File: src/rtl/apb_spi_pkg.sv
// Shared constants for the APB-to-SPI controller: bus widths, register map and reset values.
package apb_spi_pkg;

    localparam int unsigned DATA_W = 8;
    localparam int unsigned ADDR_W = 3;

    localparam logic [ADDR_W-1:0] ADDR_CR1 = ADDR_W'(0);
    localparam logic [ADDR_W-1:0] ADDR_CR2 = ADDR_W'(1);
    localparam logic [ADDR_W-1:0] ADDR_BR  = ADDR_W'(2);
    localparam logic [ADDR_W-1:0] ADDR_SR  = ADDR_W'(3);
    localparam logic [ADDR_W-1:0] ADDR_DR  = ADDR_W'(5);

    localparam logic [DATA_W-1:0] CR1_RST = DATA_W'(8'h04);
    localparam logic [DATA_W-1:0] CR2_RST = DATA_W'(8'h00);
    localparam logic [DATA_W-1:0] BR_RST  = DATA_W'(8'h00);
    localparam logic [DATA_W-1:0] DR_RST  = DATA_W'(8'h00);

endpackage

File: src/rtl/apb_spi_slave_interface.sv
// Zero-wait APB slave holding the SPI control/status/data registers.
// Illegal accesses are flagged on PSLVERR_o and leave the register file untouched.
module apb_spi_slave_interface
    import apb_spi_pkg::*;
(
    input  logic              PCLK,
    input  logic              PRESET_n,
    input  logic              PSEL_i,
    input  logic              PENABLE_i,
    input  logic              PWRITE_i,
    input  logic [ADDR_W-1:0] PADDR_i,
    input  logic [DATA_W-1:0] PWDATA_i,
    input  logic              tip_i,
    output logic [DATA_W-1:0] PRDATA_o,
    output logic              PREADY_o,
    output logic              PSLVERR_o
);

    logic [DATA_W-1:0] cr1_q;
    logic [DATA_W-1:0] cr2_q;
    logic [DATA_W-1:0] br_q;
    logic [DATA_W-1:0] dr_q;

    logic acc_c;
    logic err_c;
    logic wr_en_c;

    assign acc_c = PSEL_i & PENABLE_i;

    // Access legality; DR writes are refused while the shifter is busy.
    always_comb begin
        err_c = 1'b0;
        case (PADDR_i)
            ADDR_CR1, ADDR_CR2, ADDR_BR: err_c = 1'b0;
            ADDR_SR:                     err_c = PWRITE_i;
            ADDR_DR:                     err_c = PWRITE_i & tip_i;
            default:                     err_c = 1'b1;
        endcase
    end

    assign wr_en_c   = acc_c & PWRITE_i & ~err_c;
    assign PREADY_o  = acc_c;
    assign PSLVERR_o = acc_c & err_c;

    // Register file
    always_ff @(posedge PCLK or negedge PRESET_n) begin
        if (!PRESET_n) begin
            cr1_q <= CR1_RST;
            cr2_q <= CR2_RST;
            br_q  <= BR_RST;
            dr_q  <= DR_RST;
        end else if (wr_en_c) begin
            case (PADDR_i)
                ADDR_CR1: cr1_q <= PWDATA_i;
                ADDR_CR2: cr2_q <= PWDATA_i;
                ADDR_BR:  br_q  <= PWDATA_i;
                ADDR_DR:  dr_q  <= PWDATA_i;
                default:  ;
            endcase
        end
    end

    // Read mux is independent of PSEL/PENABLE so data survives PSEL dropping.
    always_comb begin
        PRDATA_o = '0;
        if (!PWRITE_i) begin
            case (PADDR_i)
                ADDR_CR1: PRDATA_o = cr1_q;
                ADDR_CR2: PRDATA_o = cr2_q;
                ADDR_BR:  PRDATA_o = br_q;
                ADDR_SR:  PRDATA_o = {{(DATA_W-1){1'b0}}, tip_i};
                ADDR_DR:  PRDATA_o = dr_q;
                default:  PRDATA_o = '0;
            endcase
        end
    end

endmodule

File: config.mk
export PLATFORM = sky130hd
export DESIGN_NAME = apb_spi_slave_interface
export DESIGN_NICKNAME = d
export VERILOG_FILES = /design/src/rtl/apb_spi_pkg.sv /design/src/rtl/apb_spi_slave_interface.sv
export SDC_FILE = /design/constraint.sdc
export NUM_CORES = 1
export LEC_CHECK = 0
export ABC_AREA = 1
export BUFFER_PORTS_ARGS = -buffer_cell sky130_fd_sc_hd__buf_4
export CORE_ASPECT_RATIO = 1.75
export CORE_MARGIN = 8
export CORE_UTILIZATION = 50
export DETAILED_ROUTE_END_ITERATION = 10
export PLACE_DENSITY_LB_ADDON = 0.15
export SYNTH_ARGS = -nofsm -noshare
export SYNTH_HDL_FRONTEND = slang
export SYNTH_SLANG_ARGS = --single-unit
File: constraint.sdc
create_clock -name PCLK -period 1 [get_ports PCLK]
set_clock_uncertainty 0.1 [all_clocks]
set_input_delay 0 -clock PCLK [delete_from_list [all_inputs] [get_ports PCLK]]
set_output_delay 0 -clock PCLK [all_outputs]
set_load 0.02 [all_outputs]
==> metrics.yaml <==
global_routing:
  overflow: 0
  grt_max_degree: 33
  grt_pass1_wl_mm: 7.98
  antenna_found_initial: 0
  busiest_layer: "met2"
  use_met1_pct: 20.8
  grtUsageMet3_pct: 3.71
  met2_usage_pct: 30.6
  gr-usage-all-layers_pct: 18.5
  grt_pass1_vias: 1788
clocking:
  clkTransAtPathRegs_ns: 0.06
  cts_max_path_buffers: 2
  cts_tree: "done"
  cts_htree_levels: 2
  worstSkewPairLatency_ns: 0.27
  clock-sinks: 32
  clock-root-buffer: "clkbuf_8"
  cts_buffers: 5
finish:
  multi_input_area_um2: 893
  fillerInstances: 272
  fin_util_pct: 73.4
  design_area_mm2: 0.00244
  nNetsFinal: 296
  register_area_um2: 802
  final_layout_size_suffix_gt1_share_pct: 36.4
  num_antenna_cells: 0
  synthToLayoutAreaGrowth_pct: 42.6
timing:
  fin_crit_ns: 1.25
  worst_slack_ns: -0.248
  finalSetupViolCount: 8
  rsz0062_at_grt: "true"
  finalHoldViolCount: 0
  worst_pin_slew_ns: 0.416
  max_freq_mhz: 801
  relSlewSlack_pct: 72.2
  slew_viol_final: 0
  fin_crit_sh_pct: 125
yosys:
  avgSynthCellArea_um2: 7.97
  synth-simple-area-share_pct: 44.7
  yosysTopAreaCell: "dfrtp_1"
  synthCells: 215
  synth_most_common_cell: "nand2_1"
  ys_top_cells_by_count: "nand2_1 (92), nand4_1 (33), dfrtp_1 (31), nand3_1 (10), nor2_1 (9)"
  yosys_warnings: 0
  async_reset_ff_share_pct: 100
  synthesis.nets: 232
  synth_xor_area_share_pct: 0
  synth_ff_type: "dfrtp_1"
  synth.area.mux_share_pct: 0
  ys_top_cells_by_area: "dfrtp_1 (45%), nand2_1 (20%), nand4_1 (12%)"
  synth_top_area_share_pct: 45.3
  synth_area_mm2: 0.00171
  synth_edf_count: 0
  synth_compound_area_share_pct: 2.34
  synth_top_family_by_area: "simple AND/OR/NAND/NOR gates"
  synth-seq-cells: 32
  ys_seq_area_share_pct: 46.8
  ys_types: 19
  synth_adder_area_share_pct: 0
critical_path:
  crit_family: "flip-flops"
  required_ns: 0.90
  cp-end-kind: "primary output"
  start_kind: "register"
  worst_path_max_delay_cell: "dfrtp_1"
  critPathKind: "reg2out"
  slowest_delay_ns: 0.39
  path_cells: "nand2_1 > nand3_2 > a21oi_2 > nor2_1 > buf_4"
  cp_num_cells: 5
  crit_buf_inv: 1
  worstRegToRegCells: 3
  critPathMaxFanout: 2
  arrival_ns: 1.15
worst_hold_path:
  hold_path.class: "in2reg"
  holdPathStages: 5
die:
  die_x_um: 60.3
  core_area_mm2: 0.00333
  design.die.area_mm2: 0.00563
  initial_core_util_pct: 51.5
  num_io_pins: 27
  dieHeight_um: 93.5
  num_rows: 28
detailed_routing:
  drt_iter0_drc: 84
  ant_nets: 0
  wl_per_cell_um: 15.5
  vias: 1787
  via_per_inst: 5.50
  wl_mm: 5.04
  drc_errors: 0
  drtPass1Iterations: 5
run:
  drv_cap: 0
pwr:
  switchingPower_w: 0.00101
  p_per_area_mw_per_mm2: 1390
  seqPwrFrac_pct: 48.7
  irDropWorstVdd_uv: 1180
  clockPowerShare_pct: 28.0
  p_leak_nw: 1.30
  p_comb_share_pct: 23.4
  internal_power_w: 0.00238
  switching_share_pct: 29.8
outcome:
  violations: "setup timing"
  status: "finished, violations left"
place:
  gp_congestion: 0.822
  port_buffers: 26
  place_area_mm2: 0.00209
  hpwl_mm: 3.25
[sequential cells by signal, summed over array words and instances, names as in the netlist]
register and count:
dr_q 8, cr2_q 8, cr1_q 8, br_q 8
[final cells by class]
class	instances	share of cell area [%]
multi-input combinational	164	36.6
sequential	32	32.8
timing repair buffer	70	24.0
clock buffer	7	3.12
tap	45	2.30
inverter	6	1.02
clock inverter	1	0.205
[path summary, 6_finish.rpt]
kind	slack (ns)	from	endpoint
setup reg to reg	0.08	cr1_q[2]	cr1_q[2]
setup / recovery	-0.25	dr_q[2]	PRDATA_o[2]
max in group asynchronous	0.38	PRESET_n	cr1_q[2]
min in group asynchronous	0.09	PRESET_n	cr1_q[1]
hold reg to reg	0.37	dr_q[4]	dr_q[4]
hold / removal	0.06	PADDR_i[1]	cr1_q[2]
[power groups by stage]
| stage | Sequential, W | Clock, W | Combinational, W |
|---|---|---|---|
| 4_1_cts | 0.00163 | 0.000961 | 0.000718 |
| 5_1_grt | 0.00167 | 0.00100 | 0.000881 |
| 6_report | 0.00165 | 0.000947 | 0.000792 |
| 3_5_place_dp | 0.00165 | 0 | 0.000636 |
| 2_1_floorplan | 0.00162 | 0 | 0.000403 |
| 3_3_place_gp | 0.00165 | 0 | 0.000624 |
[through the flow]
| stage | setup TNS (ns) | hold slack, ns | instances | total power (W) | worst slack, ns |
|---|---|---|---|---|---|
| 4_1_cts | -1.74 | 0.0759 | 320 | 0.00331 | -0.253 |
| 2_1_floorplan | -0.421 | -0.396 | 215 | 0.00203 | -0.0368 |
| 6_report | -1.79 | 0.0628 | 325 | 0.00339 | -0.248 |
| 3_5_place_dp | -9.54 | -0.138 | 299 | 0.00229 | -0.283 |
| 3_3_place_gp | -8.45 | -0.136 | 299 | 0.00228 | -0.282 |
| 5_1_grt | -2.25 | 0.0902 | 325 | 0.00355 | -0.302 |
[layer usage]
metal / routed length, um / part of all wire, %
met1: 2010 / 40
met2: 2600 / 52
met3: 290 / 5.7
met4: 141 / 2.8
met5: 0 / 0
[tightest hold or removal path: stages]
cell,delay [ns]
buf_8,0.09
nor3_4,0.05
buf_4,0.16
nand4_1,0.09
nand2_1,0.05
[timing repair]
item / in CTS / in global routing
pin swaps: 24 / 6
gates cloned: 0 / 0
gates resized for setup: 12 / 18
setup endpoints to repair: 8 / 29
setup buffers: 4 / 5
hold buffers: 9 / 0
endpoints found under the hold margin: 64 / 0
[logic make-up after synthesis]
kind of cell	after synthesis
simple gates	156
flops	32
buf+inv	19
compound gates	8
[placed cells by master, fill, tap and decap left out]
cell type,Yosys,layout
a21oi_1,7,1
a21oi_2,0,6
buf_4,5,52
buf_6,1,8
buf_8,0,1
clkbuf_1,0,2
clkbuf_8,0,5
clkinv_2,0,1
dfrtp_1,31,31
dfstp_2,1,1
dlygate4sd3_1,0,9
inv_1,3,3
inv_2,3,2
inv_4,0,1
nand2_1,92,87
nand2_2,1,6
nand2_4,1,1
nand3_1,10,4
nand3_2,5,9
nand3_4,0,2
nand3b_1,1,1
nand4_1,33,33
nor2_1,9,6
nor2_2,0,3
nor2_4,2,2
nor3_4,2,2
o21ai_1,0,1
Power figures use the tool's default switching activity.
